===== src/rtl/multicycle_control_fsm.sv =====
// Multicycle control unit for the RV32 subset datapath. It sequences fetch, decode and execute
// through req/ready memory handshakes, counts retired instructions and halts on faults.
module multicycle_control_fsm #(
  parameter int MEM_TIMEOUT = 16,
  parameter int CNT_W       = 32
) (
  input  logic             clk,
  input  logic             reset,
  input  logic [31:0]      instruccion,
  input  logic             instr_ready,
  input  logic             data_ready,
  output logic             instr_req,
  output logic             data_req,
  output logic             IRWrite,
  output logic             PCWrite,
  output logic [1:0]       PCSrc,
  output logic             ALUSrc,
  output logic             RegWrite,
  output logic [1:0]       ResultScr,
  output logic             MemWrite,
  output logic [1:0]       ALUControl,
  output logic [1:0]       ImmSrc,
  output logic             halt,
  output logic [1:0]       halt_cause,
  output logic [CNT_W-1:0] retired,
  output logic [2:0]       state_debug
);

  typedef enum logic [2:0] {
    FETCH  = 3'd0,
    DECODE = 3'd1,
    EXEC   = 3'd2,
    MEMADR = 3'd3,
    MEM    = 3'd4,
    LWB    = 3'd5,
    JUMP   = 3'd6,
    HALT   = 3'd7
  } state_t;

  typedef enum logic [2:0] {
    K_ALU,
    K_LUI,
    K_LW,
    K_SW,
    K_JMP,
    K_ILL
  } kind_t;

  localparam logic [7:0] TIMEOUT_LAST = 8'(MEM_TIMEOUT - 1);

  state_t      state, state_next;
  kind_t       kind;
  logic [7:0]  wait_cnt;
  logic [1:0]  cause_next;
  logic        dec_alu_src;
  logic [1:0]  dec_alu_ctrl, dec_imm_src, dec_pc_src, dec_result;
  logic [6:0]  opcode;
  logic [2:0]  funct3;
  logic        funct7_b5;
  logic        unused_instr;

  assign opcode       = instruccion[6:0];
  assign funct3       = instruccion[14:12];
  assign funct7_b5    = instruccion[30];
  assign unused_instr = ^{instruccion[31], instruccion[29:15], instruccion[11:7]};
  assign state_debug  = state;

  // Decode the IR into an instruction class plus the static datapath controls.
  always_comb begin
    kind         = K_ILL;
    dec_alu_src  = 1'b0;
    dec_alu_ctrl = 2'b00;
    dec_imm_src  = 2'b00;
    dec_pc_src   = 2'b00;
    dec_result   = 2'b00;
    case (opcode)
      7'b0110011: begin
        case (funct3)
          3'b000: begin kind = K_ALU; dec_alu_ctrl = funct7_b5 ? 2'b01 : 2'b00; end
          3'b111: begin kind = K_ALU; dec_alu_ctrl = 2'b10; end
          3'b110: begin kind = K_ALU; dec_alu_ctrl = 2'b11; end
          default: kind = K_ILL;
        endcase
      end
      7'b0010011: begin
        case (funct3)
          3'b000: begin kind = K_ALU; dec_alu_src = 1'b1; dec_alu_ctrl = 2'b00; end
          3'b111: begin kind = K_ALU; dec_alu_src = 1'b1; dec_alu_ctrl = 2'b10; end
          3'b110: begin kind = K_ALU; dec_alu_src = 1'b1; dec_alu_ctrl = 2'b11; end
          default: kind = K_ILL;
        endcase
      end
      7'b0000011: begin
        if (funct3 == 3'b010) begin
          kind        = K_LW;
          dec_alu_src = 1'b1;
        end
      end
      7'b0100011: begin
        if (funct3 == 3'b010) begin
          kind        = K_SW;
          dec_alu_src = 1'b1;
          dec_imm_src = 2'b01;
        end
      end
      7'b0110111: begin
        kind        = K_LUI;
        dec_imm_src = 2'b10;
        dec_result  = 2'b10;
      end
      7'b1101111: begin
        kind        = K_JMP;
        dec_imm_src = 2'b11;
        dec_pc_src  = 2'b01;
        dec_result  = 2'b11;
      end
      7'b1100111: begin
        if (funct3 == 3'b000) begin
          kind        = K_JMP;
          dec_alu_src = 1'b1;
          dec_pc_src  = 2'b10;
          dec_result  = 2'b11;
        end
      end
      default: kind = K_ILL;
    endcase
  end

  // Next-state and output logic; strobes are masked while reset is held.
  always_comb begin
    state_next = state;
    cause_next = 2'b00;
    instr_req  = 1'b0;
    data_req   = 1'b0;
    IRWrite    = 1'b0;
    PCWrite    = 1'b0;
    RegWrite   = 1'b0;
    MemWrite   = 1'b0;
    PCSrc      = 2'b00;
    ALUSrc     = 1'b0;
    ResultScr  = 2'b00;
    ALUControl = 2'b00;
    ImmSrc     = 2'b00;

    if (state != FETCH && state != HALT) begin
      PCSrc      = dec_pc_src;
      ALUSrc     = dec_alu_src;
      ResultScr  = dec_result;
      ALUControl = dec_alu_ctrl;
      ImmSrc     = dec_imm_src;
    end

    case (state)
      FETCH: begin
        instr_req = 1'b1;
        if (instr_ready) begin
          IRWrite    = 1'b1;
          state_next = DECODE;
        end else if (wait_cnt == TIMEOUT_LAST) begin
          state_next = HALT;
          cause_next = 2'b10;
        end
      end
      DECODE: begin
        case (kind)
          K_ALU, K_LUI: state_next = EXEC;
          K_LW, K_SW:   state_next = MEMADR;
          K_JMP:        state_next = JUMP;
          default: begin
            state_next = HALT;
            cause_next = 2'b01;
          end
        endcase
      end
      EXEC: begin
        RegWrite   = 1'b1;
        PCWrite    = 1'b1;
        state_next = FETCH;
      end
      MEMADR: state_next = MEM;
      MEM: begin
        data_req = 1'b1;
        MemWrite = (kind == K_SW);
        if (data_ready) begin
          if (kind == K_SW) begin
            PCWrite    = 1'b1;
            state_next = FETCH;
          end else begin
            state_next = LWB;
          end
        end else if (wait_cnt == TIMEOUT_LAST) begin
          state_next = HALT;
          cause_next = 2'b11;
        end
      end
      LWB: begin
        RegWrite   = 1'b1;
        PCWrite    = 1'b1;
        ResultScr  = 2'b01;
        state_next = FETCH;
      end
      JUMP: begin
        RegWrite   = 1'b1;
        PCWrite    = 1'b1;
        state_next = FETCH;
      end
      HALT: state_next = HALT;
      default: state_next = FETCH;
    endcase

    if (reset) begin
      instr_req = 1'b0;
      data_req  = 1'b0;
      IRWrite   = 1'b0;
      PCWrite   = 1'b0;
      RegWrite  = 1'b0;
      MemWrite  = 1'b0;
    end
  end

  // The wait counter restarts on every state change, so it only ever counts idle FETCH/MEM cycles.
  always_ff @(posedge clk) begin
    if (reset) begin
      state      <= FETCH;
      wait_cnt   <= 8'd0;
      retired    <= '0;
      halt       <= 1'b0;
      halt_cause <= 2'b00;
    end else begin
      state <= state_next;
      if (state_next != state) begin
        wait_cnt <= 8'd0;
      end else if (state == FETCH || state == MEM) begin
        wait_cnt <= wait_cnt + 8'd1;
      end
      if (PCWrite) begin
        retired <= retired + CNT_W'(1);
      end
      if (state_next == HALT && state != HALT) begin
        halt       <= 1'b1;
        halt_cause <= cause_next;
      end
    end
  end

endmodule


===== config.mk =====
export PLATFORM = sky130hd
export DESIGN_NAME = multicycle_control_fsm
export DESIGN_NICKNAME = d
export VERILOG_FILES = /design/src/rtl/multicycle_control_fsm.sv
export SDC_FILE = /design/constraint.sdc
export NUM_CORES = 1
export LEC_CHECK = 0
export CAP_MARGIN = 25
export CORE_UTILIZATION = 29
export DETAILED_ROUTE_END_ITERATION = 6
export PLACE_DENSITY = 0.64
export SYNTH_ARGS = -nofsm -noshare
export SYNTH_HDL_FRONTEND = slang
export SYNTH_SLANG_ARGS = --single-unit

===== constraint.sdc =====
create_clock -name clk -period 3.8 [get_ports clk]
set_input_delay 0.76 -clock clk [delete_from_list [all_inputs] [get_ports clk]]
set_output_delay 0.76 -clock clk [all_outputs]
set_load 0.05 [all_outputs]

==> summary.md <==
| Metric | Value |
|---|---|
| Status | `finished clean` |
| Critical Path Slowest Stage Cell | `clkdlybuf4s50_1` |
| TritonRoute pass-1 iters | `4` |
| Skew final | `0.008734 ns` |
| Post-Syn Instances | `354` |
| # DRC | `0` |
| Syn Area/Cell | `7.836 um^2` |
| Unrepaired setup endpoints after global routing | `false` |
| Full die area | `9960 um^2` |
| Top Metal Used | `met4` |
| Final nets | `452` |
| H-tree depth | `2` |
| Largest net degree at the start of global routing | `33` |
| Yosys Warn Count | `0` |
| Global Route Usage Sum | `0.1499` |
| Setup bufs post-CTS | `0` |
| Post-CTS Resized | `0` |
| CP max FO | `11` |
| Root Buffer | `clkbuf_8` |
| Flops & latches, synth | `46` |
| Seq/Total Area, Yosys | `0.3320` |
| WHS | `0.4595 ns` |
| I/O Buffers | `67` |
| Crit path max-delay family | `simple AND/OR/NAND/NOR gates` |
| Layout area overhead | `36.04%` |
| MaxCap Viol Count | `0` |
| EDFF count, synth | `0` |
| Hold WC Path Type | `register to register` |
| Vias in the first global route | `2600` |
| Antenna diode count | `0` |
| Place WS | `0.2127 ns` |
| Period utilization | `0.9364` |
| VDD IR max | `0.0001323 V` |
| Crit end category | `output port` |
| Initial core utilization | `0.3002` |
| Final setup vio count | `0` |
| Worst-skew pair later-pin latency | `0.29 ns` |
| Die width | `99.80 um` |
| Placer Congestion | `0.7779` |
| Non-Filler Instances | `544` |
| Antenna Nets Post-Route | `0` |
| PnR worst setup slack | `0.2417 ns` |
| CP Class | `primary input to output port` |
| Relative slew margins | `0.4803` |
| Die Y | `99.80 um` |
| Crit path DAT | `2.80 ns` |
| Antenna violations before repair | `0` |
| First-pass GRT wire length | `12330 um` |
| Commonest non-fill, non-tap cells in the layout | `clkdlybuf4s50_1 (52), dfxtp_1 (46), nor2_1 (44)` |
| Cts hold-fix bufs | `0` |
| CP Cell Sequence | `clkdlybuf4s50_1, nor4b_4, and4b_1, nand4_1, nand2_1, buf_12` |
| M1 wire length | `3547 um` |
| Layout cells sized above 1 | `0.09880` |
| Num CTS Buffers | `5` |
| Via count | `2746` |
| Row cnt | `35` |
| DR WL met3 | `312 um` |
| CP startpoint kind | `primary input` |
| CP required | `3.04 ns` |
| Grt ovf | `0` |
| CTS tree | `yes` |
| IO Pins | `89` |
| Fin. max-slew vios | `0` |
| Minimum clock period | `3.558 ns` |
| Most common cell after layout, fill and taps aside | `clkdlybuf4s50_1` |
| Synth area leader | `dfxtp_1` |
| Setup TNS | `0 ns` |
| Yosys cell types | `62` |
| Fmax | `281.0 MHz` |
| CP bufs+invs | `2` |
| Core Area | `9240 um^2` |
| Total number of clock tree sinks | `46` |
| Met2 WL post-DR | `3268 um` |
| Largest stage delay on the critical path | `0.61 ns` |
| Post-synth top flop | `dfxtp_1` |
| DR WL/cell | `13.22 um` |
| Drt initial violations | `96` |
| FFs w/ async S/R, synth | `0` |
| DR vias/cell | `5.048` |
| Lkg Pwr | `1.277 nW` |
| Mapped Area | `2774 um^2` |
| Worst-Margin Slew | `0.7600 ns` |
| Post-Route WL | `7190 um` |
| Clk buf depth | `2` |
| Total power draw | `1.123 mW` |
| Detailed Place HPWL | `5401 um` |
| Clock-pin slew on the worst setup and hold paths | `0.09 ns` |
| Top cell type's share of synthesized area | `0.3320` |
| Power Density | `297.6 nW/um^2` |
| Placed Instances | `536` |
| Syn Nets | `392` |
| Hold Fails Final Rpt | `0` |
| Most area-consuming cells after synthesis | `dfxtp_1 (33%), xnor2_1 (6.9%), nor2_1 (6.0%)` |
[power breakdown]
group	switching, mW	internal [mW]	total [mW]
Combinational	0.147	0.0884	0.235
Clock	0.170	0.197	0.367
Sequential	0.0279	0.493	0.521
[worst reg2reg max path: cells and delay by family (launching register included)]
family / cells / cell delay [ns]
AND/OR/NAND/NOR: 3 / 0.93
flip-flops: 1 / 0.78
AO/OA/AOI/OAI: 3 / 0.79
buffers and inverters: 1 / 0.26
[final timing paths]
kind	from	depth (start not counted)	slack, ns	endpoint
setup / recovery	instruccion[4]	6	0.24	PCWrite
hold / removal	halt	2	0.46	halt
setup reg to reg	state_debug[0]	7	0.99	retired[31]
hold reg to reg	halt	2	0.46	halt
[metrics by stage]
step	area, um^2	util
floorplan	2779	-
global placement	3661	0.3962
detailed placement	3661	0.3962
CTS	3774	0.4084
global route	3774	0.4084
finish	3774	0.4084
[registers in the layout, summed over array words and instances (netlist names)]
register     count
wait_cnt         8
state_debug      3
halt_cause       2
halt             1
retired         32
[area by class of cell]
cell class	instances	area (um^2)
fillers	935	5466
multi-input cells	281	1744
flip-flops and latches	46	920.9
repair buffers	71	800.8
well taps	129	161.4
clock buffers	5	68.82
clock inverters	3	43.79
inverters	9	33.78
[cells by family after synthesis]
family                   synth area share
AND/OR/NAND/NOR                    0.3171
AO/OA/AOI/OAI                      0.2125
flip-flops                         0.3320
XOR/XNOR                          0.08841
buffers and inverters             0.04104
adder cells (fa/ha/maj)          0.009020
[cell usage after synthesis, types with 2 or more instances]
| cell type | count |
|---|---|
| a2111oi_0 | 3 |
| a211oi_1 | 13 |
| a21oi_1 | 27 |
| a31oi_1 | 2 |
| a32o_1 | 2 |
| and2_1 | 5 |
| and3_1 | 5 |
| and4_1 | 3 |
| and4b_1 | 2 |
| clkbuf_1 | 14 |
| dfxtp_1 | 46 |
| ha_1 | 2 |
| inv_1 | 9 |
| nand2_1 | 29 |
| nand2b_1 | 4 |
| nand3_1 | 17 |
| nand4_1 | 7 |
| nor2_1 | 44 |
| nor2b_1 | 3 |
| nor3_1 | 8 |
| o211a_1 | 3 |
| o211ai_1 | 4 |
| o21a_1 | 2 |
| o21ai_0 | 18 |
| o22ai_1 | 3 |
| or2_2 | 2 |
| or3_1 | 13 |
| or3b_2 | 2 |
| or4_1 | 3 |
| xnor2_1 | 22 |
| xor2_1 | 6 |
[metal layers]
layer  up-vias  GRT usage
met4         0    0.03054
met2        57     0.2451
met1      1270     0.2042
met5         -          0
li1       1413          -
met3         6    0.03064
Note: power is estimated with default switching activity, not from simulation.
==> patch 1: new RTL, config.mk and constraints unchanged <==
`MEM_TIMEOUT`: 16 -> 12.
--- a/src/rtl/multicycle_control_fsm.sv
+++ b/src/rtl/multicycle_control_fsm.sv
@@ -1,7 +1,7 @@
 // Multicycle control unit for the RV32 subset datapath. It sequences fetch, decode and execute
 // through req/ready memory handshakes, counts retired instructions and halts on faults.
 module multicycle_control_fsm #(
-  parameter int MEM_TIMEOUT = 16,
+  parameter int MEM_TIMEOUT = 12,
   parameter int CNT_W       = 32
 ) (
   input  logic             clk,
Formal check against the unedited RTL: same outputs for any inputs over 10 cycles, from zero or initial values and one cycle with reset high; that may be too few to reach the edited logic, so the function may still have changed.
==> patch 1 against the original RTL <==
Sequential cell count unchanged; core utilization fell by 0.12 points; critical path type unchanged; routed wire length up 6.1%; final area is 0.66% higher; clock skew increased by 0.0019 ns; setup slack got worse by 0.0070 ns; highest routed layer unchanged; cell count fell by 1.1%; count of clock-buffer cells in the layout stayed put; area after synthesis rose by 2.0%.
Power is not compared: it rests on default switching activity, and its combinational part moved more than twofold at a synthesized area within 25%.
==> patch 1: results (changes against the original RTL) <==
DP Wirelength 5470 microns (+1.4%); Max stage delay cell, worst path clkdlybuf4s50_1; CP delay by family, top buffers and inverters; Most flops, register retired; Vias 2809 (+2.3%); outcome complete, no violations; sequential-to-total area share from yosys stat 32.6% (-0.65 points); Area contributors post-synth dfxtp_1 (33%), xnor2_1 (6.2%), nor2_1 (5.2%); WP data arrival 2.81 ns (about the same); first-pass GRT wire length 12600 microns (+2.2%); wirelength, routed 7630 microns (+6.1%); largest net degree at the start of global routing 46 (+39%); Avg WL per Cell 14.2 microns (+7.2%); Syn Nets 378 (-3.6%); Max stage delay on crit path 0.53 ns (-0.08 ns); Post-synth top flop dfxtp_1; Final nets 446 (-1.3%); share of layout cells above drive strength 1 14.2% (+4.3 points); Worst-Skew Late Latency 0.30 ns; DRT iter0 DRCs 178 (+85%); vias in the first global route 2668 (+2.6%); Slew HR 53.5% (+5.5 points); DP Cell Count 530 (-1.1%); GRT Util Overall 15.3% (+0.33 points); unique cell type count in the Yosys netlist 64 (+3.2%); crit-path max FO 3 (-8); clock skew 0.0107 ns (+0.00193 ns)
[patch 1: final cells by class]
class / instances / area, sq um
tap: 129 / 161
clock inverter: 3 / 21.3
fill: 984 / 5530
timing repair buffer: 80 / 796
sequential: 46 / 921
clock buffer: 5 / 68.8
inverter: 11 / 41.3
multi-input combinational: 264 / 1790
[patch 1: per-layer routing]
metal	vias up	wire length, microns	track usage [%]
li1	1396	-	-
met1	1330	3630	19.6
met5	-	0	0
met2	77	3520	25.9
met4	0	62	4.46
met3	6	415	3.26
[patch 1: cell families after synthesis]
kind of cell	synth area share, %
AND/OR/NAND/NOR	29.4
AO/OA/AOI/OAI	23.9
flip-flops	32.6
buffers and inverters	4.47
XOR/XNOR	8.05
multiplexers	0.752
adder cells (fa/ha/maj)	0.884
[patch 1: worst paths after layout]
check                                               start                        to  slack [ns]  cells after the start
worst max-delay path                      instruccion[12]                   PCWrite        0.23                      8
worst min-delay path                    halt$_SDFFE_PP0P_         halt$_SDFFE_PP0P_        0.50                      2
worst max register to register  state_debug[2]$_SDFF_PP0_  retired[28]$_SDFFE_PP0P_        1.09                      6
worst min register to register          halt$_SDFFE_PP0P_         halt$_SDFFE_PP0P_        0.50                      2
[patch 1: power by group]
group / total [W] / leakage, nW / switching [W] / internal (W)
Combinational: 0.000653 / 0.804 / 0.000447 / 0.000206
Sequential: 0.000567 / 0.371 / 0.0000536 / 0.000513
Clock: 0.000307 / 0.0441 / 0.000178 / 0.000130
[patch 1: metrics by stage]
stage          power [W]  setup slack (ns)  hold WS [ns]
2_1_floorplan    0.00102             0.209         0.470
3_3_place_gp     0.00121             0.252         0.483
3_5_place_dp     0.00123             0.251         0.494
4_1_cts          0.00153             0.231         0.508
5_1_grt          0.00161             0.133         0.524
6_report         0.00153             0.235         0.502
==> patch 2: new RTL, same settings <==
Made on the original files. Make the reset (`reset`) asynchronous in one clocked block.
--- a/src/rtl/multicycle_control_fsm.sv
+++ b/src/rtl/multicycle_control_fsm.sv
@@ -219,7 +219,7 @@
   end
 
   // The wait counter restarts on every state change, so it only ever counts idle FETCH/MEM cycles.
-  always_ff @(posedge clk) begin
+  always_ff @(posedge clk or posedge reset) begin
     if (reset) begin
       state      <= FETCH;
       wait_cnt   <= 8'd0;
Behaviour: differs if reset is asserted again (counterexample within 4 cycles, from zero or initial values and one cycle with reset high); with reset held inactive, the same outputs for 10 cycles.
==> patch 2 against the original RTL <==
Final area fell by 3.8%; register-to-register slack better by 0.47 ns; area after synthesis decreased by 5.4%; sequential cell count unchanged; critical path depth rose by 1; routed wire length decreased by 8.3%; clock skew is 0.0012 ns higher; fmax down 1.5%; setup slack worse by 0.055 ns; highest routed layer unchanged.
Power is not compared: it rests on default switching activity, and its combinational part moved more than twofold at a synthesized area within 25%.
==> patch 2: results (changes against the original RTL) <==
outcome complete, no violations; Inverters 8 (-1); # clk buffers 7 (+2); DP Wirelength 4920 microns (-9.0%); placed cell area 3520 sq um (-3.8%); multiplexer share of the synthesized area 0.811% (+0.81 points); grt met2 use 23.5% (-1.1 points); wire length on met2 2950 microns (-9.7%); Layout non-clock buf frac 21.5% (+0.30 points); FFs & Latches 46 (unchanged); compound-gate portion of the synthesized area 10.6% (-11 points); adder and majority cell fraction of the synthesized area 0.954% (+0.052 points); crit-path max FO 5 (-6); Yosys top cell by area dfrtp_1; Area contributors post-synth dfrtp_1 (44%), xnor2_1 (10%), nand2_1 (3.9%); Post-synth top flop dfrtp_1; Non-Filler Instances 458 (-16%); DR WL met3 460 microns (+47%); Signal buffers 74 (+4.2%); FFs w/ async S/R, synth 100% (+100 points); Max stage delay on crit path 0.59 ns (-0.02 ns); Max stage delay cell, worst path or4_1; Fmax 277 MHz (-1.5%); Syn Nets 311 (-21%); DP Cell Count 450 (-16%); Via density 5.08 (+0.70%); Worst Tran Pin Value 0.655 ns (-0.105 ns); sequential cell area share 31.7% (+7.3 points); Final nets 387 (-14%); metal1 wirelength 3090 microns (-13%); first-pass GRT wire length 11300 microns (-8.3%); GRT Util Overall 14.5% (-0.46 points); met3 usage 3.31% (+0.25 points); synthesized instance count 273 (-23%); Layout fillers 855 (-8.6%); Post-synth top cells dfrtp_1 (46), xnor2_1 (30), nand2_1 (27); clock skew 0.00997 ns (+0.00124 ns); WP data arrival 2.85 ns (+0.05 ns); #MultiIn Comb 214 (-24%); sequential-to-total area share from yosys stat 43.9% (+11 points); xor/xnor share of the synthesized area 12.7% (+3.8 points)
[patch 2: path summary, 6_finish.rpt]
| kind | startpoint | to | slack (ns) | cells past startpoint |
|---|---|---|---|---|
| setup / recovery | instruccion[12] | ResultScr[1] | 0.19 | 7 |
| setup reg to reg | state_debug[2]$_DFF_PP0_ | wait_cnt[4]$_DFFE_PP0P_ | 1.46 | 5 |
| hold reg to reg | halt$_DFFE_PP0P_ | halt$_DFFE_PP0P_ | 0.48 | 1 |
| hold / removal | halt$_DFFE_PP0P_ | halt$_DFFE_PP0P_ | 0.48 | 1 |
| max in group asynchronous | reset | halt$_DFFE_PP0P_ | 2.30 | 3 |
| min in group asynchronous | reset | retired[22]$_DFFE_PP0P_ | 1.11 | 3 |
[patch 2: metrics by stage]
stage	util (%)	setup slack (ns)	hold slack (ns)
6_report	41.6	0.187	0.476
5_1_grt	41.6	0.105	0.495
4_1_cts	41.6	0.187	0.486
3_5_place_dp	40.4	0.195	0.462
3_3_place_gp	40.4	0.212	0.467
2_1_floorplan	-	0.0291	0.553
